[src/rtl/trace_pkg.sv]
// Shared types for the writeback trace capture block.
// Optional macro: TRACE_TIMESTAMP_EN adds a per-entry cycle timestamp.
package trace_pkg;

  localparam int unsigned PC_W   = 32;
  localparam int unsigned DATA_W = 32;
  localparam int unsigned TS_W   = 32;
  localparam int unsigned CNT_W  = 16;

  localparam logic [1:0] ST_IDLE    = 2'd0;
  localparam logic [1:0] ST_ARMED   = 2'd1;
  localparam logic [1:0] ST_CAPTURE = 2'd2;
  localparam logic [1:0] ST_DONE    = 2'd3;

  typedef enum logic [1:0] {
    S_IDLE    = ST_IDLE,
    S_ARMED   = ST_ARMED,
    S_CAPTURE = ST_CAPTURE,
    S_DONE    = ST_DONE
  } trace_state_t;

  typedef struct packed {
`ifdef TRACE_TIMESTAMP_EN
    logic [TS_W-1:0]   ts;
`endif
    logic [PC_W-1:0]   pc;
    logic [DATA_W-1:0] data;
  } trace_entry_t;

endpackage

[src/rtl/trace_fifo.sv]
// First-word-fall-through synchronous FIFO of trace entries with flush.
// Pointers carry one extra wrap bit so level = wr_ptr - rd_ptr.
module trace_fifo
  import trace_pkg::*;
#(
  parameter int unsigned DEPTH = 16
) (
  input  logic                   clk,
  input  logic                   rst,
  input  logic                   flush,
  input  logic                   push,
  input  logic                   pop,
  input  trace_entry_t           wr_entry,
  output trace_entry_t           head,
  output logic                   full,
  output logic                   empty,
  output logic [$clog2(DEPTH):0] level
);

  localparam int unsigned AW = $clog2(DEPTH);

  trace_entry_t  mem [DEPTH];
  logic [AW:0]   wr_ptr;
  logic [AW:0]   rd_ptr;
  logic          do_push;
  logic          do_pop;

  // A push into a full FIFO is only accepted when the head leaves in the same cycle.
  assign do_push = push && (!full || pop);
  assign do_pop  = pop && !empty;

  assign level = wr_ptr - rd_ptr;
  assign empty = (wr_ptr == rd_ptr);
  assign full  = (level == (AW+1)'(DEPTH));
  assign head  = mem[rd_ptr[AW-1:0]];

  // Storage and pointer update; flush discards contents but leaves storage as is.
  always_ff @(posedge clk or posedge rst) begin
    if (rst) begin
      wr_ptr <= '0;
      rd_ptr <= '0;
      for (int i = 0; i < int'(DEPTH); i++) begin
        mem[i] <= '0;
      end
    end else if (flush) begin
      wr_ptr <= '0;
      rd_ptr <= '0;
    end else begin
      if (do_push) begin
        mem[wr_ptr[AW-1:0]] <= wr_entry;
        wr_ptr              <= wr_ptr + (AW+1)'(1);
      end
      if (do_pop) begin
        rd_ptr <= rd_ptr + (AW+1)'(1);
      end
    end
  end

endmodule

[src/rtl/wb_trace_capture.sv]
// Writeback trace buffer: arms, triggers on a PC, captures CAP_LEN samples.
// Optional macro: TRACE_TIMESTAMP_EN adds a free-running cycle timestamp and rd_ts.
module wb_trace_capture
  import trace_pkg::*;
#(
  parameter int unsigned DEPTH   = 16,
  parameter int unsigned CAP_LEN = 16
) (
  input  logic                   clk,
  input  logic                   rst,
  input  logic [PC_W-1:0]        ProgramCounter,
  input  logic [DATA_W-1:0]      WriteData,
  input  logic                   arm,
  input  logic [PC_W-1:0]        trig_pc,
  output logic                   rd_valid,
  input  logic                   rd_ready,
  output logic [PC_W-1:0]        rd_pc,
  output logic [DATA_W-1:0]      rd_data,
  output logic [1:0]             state,
  output logic                   overflow,
`ifdef TRACE_TIMESTAMP_EN
  output logic [TS_W-1:0]        rd_ts,
`endif
  output logic [$clog2(DEPTH):0] level
);

  localparam logic [CNT_W-1:0] CAP_LEN_C = CNT_W'(CAP_LEN);

  trace_state_t      state_q, state_d;
  logic [CNT_W-1:0]  cnt_q, cnt_d;
  logic              ovf_q, ovf_d;
  logic [PC_W-1:0]   pc_q;
  logic              sample;
  logic              push;
  logic              flush;
  logic              pop;
  logic              full;
  logic              empty;
  trace_entry_t      wr_entry;
  trace_entry_t      head;

  assign sample   = (ProgramCounter != pc_q);
  assign rd_valid = !empty;
  assign pop      = rd_valid && rd_ready;
  assign rd_pc    = head.pc;
  assign rd_data  = head.data;
  assign state    = state_q;
  assign overflow = ovf_q;

  assign wr_entry.pc   = ProgramCounter;
  assign wr_entry.data = WriteData;

`ifdef TRACE_TIMESTAMP_EN
  logic [TS_W-1:0] ts_q;

  // Free-running cycle counter stamped onto each written entry.
  always_ff @(posedge clk or posedge rst) begin
    if (rst) ts_q <= '0;
    else     ts_q <= ts_q + TS_W'(1);
  end

  assign wr_entry.ts = ts_q;
  assign rd_ts       = head.ts;
`endif

  // Previous-cycle PC for sample detection.
  always_ff @(posedge clk or posedge rst) begin
    if (rst) pc_q <= '0;
    else     pc_q <= ProgramCounter;
  end

  // FSM, capture counter and sticky overflow registers.
  always_ff @(posedge clk or posedge rst) begin
    if (rst) begin
      state_q <= S_IDLE;
      cnt_q   <= '0;
      ovf_q   <= 1'b0;
    end else begin
      state_q <= state_d;
      cnt_q   <= cnt_d;
      ovf_q   <= ovf_d;
    end
  end

  // Next-state, write request and overflow detection; arm overrides everything.
  always_comb begin
    state_d = state_q;
    cnt_d   = cnt_q;
    ovf_d   = ovf_q;
    push    = 1'b0;
    flush   = 1'b0;
    if (arm) begin
      flush   = 1'b1;
      cnt_d   = '0;
      ovf_d   = 1'b0;
      state_d = S_ARMED;
    end else begin
      case (state_q)
        S_IDLE: ;
        S_ARMED: begin
          if (sample && (ProgramCounter == trig_pc)) begin
            push    = 1'b1;
            cnt_d   = CNT_W'(1);
            state_d = (CAP_LEN == 1) ? S_DONE : S_CAPTURE;
          end
        end
        S_CAPTURE: begin
          if (sample) begin
            push  = 1'b1;
            cnt_d = cnt_q + CNT_W'(1);
            if (cnt_d == CAP_LEN_C) state_d = S_DONE;
          end
        end
        S_DONE: begin
          if (empty) state_d = S_IDLE;
        end
        default: state_d = S_IDLE;
      endcase
      if (push && full && !pop) ovf_d = 1'b1;
    end
  end

  trace_fifo #(.DEPTH(DEPTH)) u_fifo (
    .clk      (clk),
    .rst      (rst),
    .flush    (flush),
    .push     (push),
    .pop      (pop),
    .wr_entry (wr_entry),
    .head     (head),
    .full     (full),
    .empty    (empty),
    .level    (level)
  );

endmodule

[config.mk]
export PLATFORM = sky130hd
export DESIGN_NAME = wb_trace_capture
export DESIGN_NICKNAME = d
export VERILOG_FILES = /design/src/rtl/trace_pkg.sv /design/src/rtl/trace_fifo.sv /design/src/rtl/wb_trace_capture.sv
export SDC_FILE = /design/constraint.sdc
export NUM_CORES = 2
export LEC_CHECK = 0
export CAP_MARGIN = 20
export CELL_PAD_IN_SITES_DETAIL_PLACEMENT = 1
export CELL_PAD_IN_SITES_GLOBAL_PLACEMENT = 1
export CORE_MARGIN = 8
export CORE_UTILIZATION = 50
export DETAILED_ROUTE_END_ITERATION = 10
export GPL_TIMING_DRIVEN = 0
export PLACE_DENSITY_LB_ADDON = 0.25
export SLEW_MARGIN = 20
export SYNTH_ARGS = -nofsm -noshare
export SYNTH_HDL_FRONTEND = slang
export SYNTH_SLANG_ARGS = --single-unit
[constraint.sdc]
create_clock -name clk -period 48.9 [get_ports clk]
set_input_delay 14.67 -clock clk [delete_from_list [all_inputs] [get_ports clk]]
set_output_delay 14.67 -clock clk [all_outputs]
set_load 0.01 [all_outputs]
=== Word level (Yosys, flattened, before mapping) ===
Cells that the tools add are included.

* Reduce and logical (&&, ||, !) cells: 19
* Bitwise operators: 3
* $lt $le $gt $ge: 3
* $add $sub $neg: 4
* Multiplexer cells: 28
* Equality and inequality tests: 12

{| class="wikitable"
|+ Operator list
! cell !! number
|-
| $bwmux 1024 || 1
|-
| $bmux 64 s4 || 1
|-
| $demux 64 s4 || 1
|-
| $mux 64 || 3
|-
| $mux 16 || 3
|-
| $eq 32x32->1 || 1
|-
| $ne 32x32->1 || 1
|-
| $pmux 16 s2 || 1
|-
| $mux 5 || 4
|-
| $add 16x1->16 const B || 1
|-
| $eq 16x5->1 const B || 1
|-
| $add 5x1->5 const B || 2
|-
| $ge 5x5->1 const B || 2
|-
| $mux 2 || 5
|-
| $not 4->5 || 2
|-
| $ne 3x3->1 const B || 3
|-
| $logic_and 1x1->1 || 7
|-
| $mux 1 || 7
|-
| $pmux 2 s3 || 1
|-
| $reduce_bool 2->1 || 3
|-
| $eq 5x5->1 || 1
|-
| $eq 5x5->1 const B || 1
|-
| $lt 5x1->1 const B || 1
|-
| $reduce_and 5->1 || 1
|-
| 12 further kinds || 15
|}

* Input port bits: 100
* Output and inout bits: 73
* Logic and storage cells: 107
* Flip-flop bits (word level): 1085

=== Depth between registers and ports, before layout ===
* Depth after elaboration: 9
* Gate-level depth with buffers: 15
* Mapped depth without buffers: 11

=== By module ===
A second synthesis with hierarchy kept.

* Cells, all modules: 2997
* Area total of the unflattened synthesis: 49357.3 um2

{| class="wikitable"
|+ Modules (own cells, without submodules)
! module !! area an instance (um2) !! cells an instance !! seq. area each (um2) !! instances
|-
| trace_fifo || 46409.5 || 2706 || 25874.8 || 1
|-
| wb_trace_capture || 2947.8 || 291 || 1276.2 || 1
|}

=== Worst setup path after synthesis ===
OpenSTA, ideal clock, no wires.

* Kind: reg2out
* Start point: register u_fifo.rd_ptr[0]
* End point: output rd_pc[13]
* Arrival: 2.659 ns
* Required time: 34.230 ns
* Buffers on the path: 3
* Stages on the path, launching flop included: 6
* Setup slack: 31.571 ns
* Cell sequence: dfrtp_1 -> clkbuf_1 -> buf_1 -> buf_1 -> mux4_2 -> mux4_2

* Longest elaborated chain between the ends: 4

{| class="wikitable"
|+ RTL lines
! what !! line !! source
|-
| start: declaration || trace_fifo.sv:24 || <nowiki>logic [AW:0] rd_ptr;</nowiki>
|-
| start signal: assignment || trace_fifo.sv:54 || <nowiki>rd_ptr <= rd_ptr + (AW+1)'(1);</nowiki>
|-
| $not 4->5 (not written as such) || trace_fifo.sv:35 || <nowiki>assign head = mem[rd_ptr[AW-1:0]];</nowiki>
|-
| $bmux 64 s4 || trace_fifo.sv:35 ||
|-
| $mux 64 (not written as such) (2 in a row) || trace_fifo.sv:35 ||
|-
| end: declaration || wb_trace_capture.sv:17 || <nowiki>output logic [PC_W-1:0] rd_pc,</nowiki>
|}

No other way between the ends. The select of a mux whose other input is x is not followed.

=== Final worst setup path ===
* Start point: register u_fifo.rd_ptr[1]
* End point: output level[4]

* Longest elaborated chain between the ends: 1

{| class="wikitable"
|+ RTL lines
! what !! line !! source
|-
| $sub 5x5->5 || trace_fifo.sv:32 || <nowiki>assign level = wr_ptr - rd_ptr;</nowiki>
|-
| end: declaration || wb_trace_capture.sv:24 || <nowiki>output logic [$clog2(DEPTH):0] level</nowiki>
|}

No other way between the ends.

==> impl_results.md <==
* Die footprint at 115000 µm²
* Final Setup Violations at 0
* Total CTS buffers at 117
* Placed Area at 56000 µm²
* CTS root buf: clkbuf_16
* Final setup skew at 0.0271 ns
* Die X at 339 µm
* Clk_lat worst skew at 0.70 ns
* Number of post-CTS setup repair buffers at 0
* Layout cells sized above 1 at 0.498
* Max_cap viols at 0
* Detailed Routing Iterations Pass 1 at 7
* Post-Layout Cell Count at 4817
* Final Util at 0.581
* Tcrit/Tclk final at 0.405
* Synth Area in Adders at 0.00374
* Rows at 118
* IO buf count at 172
* Register area at 27200 µm²
* Reg-to-reg setup timing slack at 42.74 ns
* Initial antenna violation count at 8
* Number of fill cells in the layout at 9187
* Hold buffers post-CTS at 0
* Power Dens Cells at 35.7 nW/µm²
* Fmax at 50.5 MHz
* Post-synthesis xor/xnor area fraction at 0.0133
* Vias at 29000
* Unrepaired setup endpoints after global routing: no
* Prevailing post-synth register cell: dfrtp_1
* Number of synthesized register bits at 1085
* Hold slack at 0.492 ns
* Htree depth at 3
* Yosys top cell area share at 0.520
* Final hold violations at 0
* Tot GR Track Use at 0.257
* Footprint of the multi-input gates at 22800 µm²
* CORE AREA at 103000 µm²
* Clk pin slew, worst setup/hold paths at 0.06 ns
* Placed cells at 4595
* Post-synth EDFFs at 0
* Largest net degree at the start of global routing at 115
* Min Tclk post-route at 19.81 ns
* Critical path class: reg -> out
* Sequential share of the synthesized area at 0.520
* Post-DP HPWL at 97800 µm
* Nets at 3451
* Synth area leaders: dfrtp_1, mux2_4, mux4_2
* Wirelength per Cell at 30.4 µm
* Via density per instance at 6.01
* Syn Nets at 3145
* Routed WL at 147000 µm
* Cell area after synthesis at 52200 µm²
* DRC errors left at 0
* Avg Inst Size Synth at 17.2 µm²
* Synth cell types at 63
* VDD IR-drop max at 0.0282 mV
* Count leader, synth: dfrtp_1
* Worst EP arrival at 5.14 ns
* Worst-path maximum fanout at 10
* Initial DRC count at 1911
* Critical Path RT at 34.23 ns
* Crit path launch type: register
* Mux cell area share after synthesis at 0.394
* Final antenna-violating net count at 0
* Fraction of registers with async set/reset at 1.00
* Synth Area in Simple Gates at 0.0190
* Pleak at 27.5 nW
* Sum of negative setup slack at 0 ns
* Worst Hold Class: reg -> reg
* Compound-Gate Fraction of Synth Area at 0.00743
* Slew headroom at 0.174
* Slew Limit Fails at 0
* Commonest cells post-synth: dfrtp_1, mux2_2, mux2_4
* Worst slew pin tran at 1.24 ns
* Io pins at 173
* Finished Cell Area at 60100 µm²
* GPL Wtd Cong at 0.853
* Status: finished, final reports clean
* Area leader, netlist: dfrtp_1
* First-pass GRT wire length at 226000 µm
* Clk buf depth at 3
* Yosys warns at 0
* Vias in the first global route at 33800
* Largest family of logic cells by synthesized area: multiplexers
* Setup crit end kind: output pin
* Initial Util at 0.504
* Die height at 339 µm
* Layout area overhead at 15.1%
* Sink Count at 1085
* Mapped Cells at 3030
* Global route total overflow at 0
* Post-CTS Resized at 0
* TritonCTS clock tree: built
layer usage:
layer  global-route usage  up-vias  wire, µm
li1                     -    11900         -
met1                0.341    16000     61800
met2                0.430      778     73200
met3               0.0440      284      6490
met4               0.0853        6      5080
met5                    0        -        37
cell usage in the layout, fill, tap and decap left out, drive strengths merged, types with 19 or more instances in the layout:
| cell | Yosys | final |
|---|---|---|
| xnor2 | 45 | 45 |
| mux2 | 1024 | 1024 |
| clkdlybuf4s50 | 0 | 172 |
| mux4 | 320 | 320 |
| xor2 | 34 | 34 |
| clkinv | 1 | 23 |
| nor2 | 37 | 37 |
| clkbuf | 131 | 317 |
| buf | 152 | 160 |
| nand4 | 19 | 19 |
| dfrtp | 1085 | 1085 |
metrics by stage:
stage / setup WS (ns) / total power (W)
finish: 29.09 / 0.00214
global route: 28.98 / 0.00221
CTS: 29.07 / 0.00217
detailed placement: 29.67 / 0.00124
global placement: -5.51 / 0.00122
floorplan: 3.68 / 0.00111
power by group:
| part | total (W) | switching [W] | internal (W) | leakage (nW) |
|---|---|---|---|---|
| Sequential | 0.000938 | 0.0000146 | 0.000924 | 15.0 |
| Combinational | 0.000279 | 0.000142 | 0.000137 | 10.5 |
| Clock | 0.000927 | 0.000371 | 0.000556 | 2.01 |
worst max-delay path, stage by stage (launching register included):
cell             delay (ns)
dfrtp_1                0.36
clkbuf_1               0.26
clkbuf_1               0.95
clkbuf_1               0.74
inv_1                  0.25
fa_1                   0.52
a21o_1                 0.20
a21oi_1                0.23
xnor2_1                0.29
clkdlybuf4s50_1        0.65
final cells by class:
class	count	share of cell area
flip-flops and latches	1085	0.452
multi-input cells	1646	0.380
clock buffers	179	0.0592
plain buffers	283	0.0364
repair buffers	187	0.0342
well taps	1380	0.0287
clock inverters	39	0.00833
inverters	16	0.00112
diodes	2	0.0000833
registers in the layout, summed over array words and instances (netlist names):
signal / cells
u_fifo.mem: 1024
pc_q: 32
cnt_q: 16
u_fifo.rd_ptr: 5
u_fifo.wr_ptr: 5
state: 2
overflow: 1
final timing paths:
kind	startpoint	depth (start not counted)	endpoint
worst min register to register	u_fifo.mem[228]	1	u_fifo.mem[228]
max in group asynchronous	rst	5	u_fifo.mem[931]
worst max-delay path	u_fifo.rd_ptr[1]	9	level[4]
min in group asynchronous	rst	2	u_fifo.mem[259]
worst min-delay path	u_fifo.mem[228]	1	u_fifo.mem[228]
worst max register to register	u_fifo.rd_ptr[1]	14	u_fifo.mem[231]
cell families (layout without fill, tap and decap cells):
group / count (synthesis) / count (layout)
compound gates: 57 / 57
xor+xnor: 79 / 79
fa+ha+maj: 15 / 15
buf+inv: 299 / 704
flops: 1085 / 1085
mux: 1347 / 1347
other cells: 0 / 2
simple gates: 148 / 148
(Power assumes the default switching activity.)
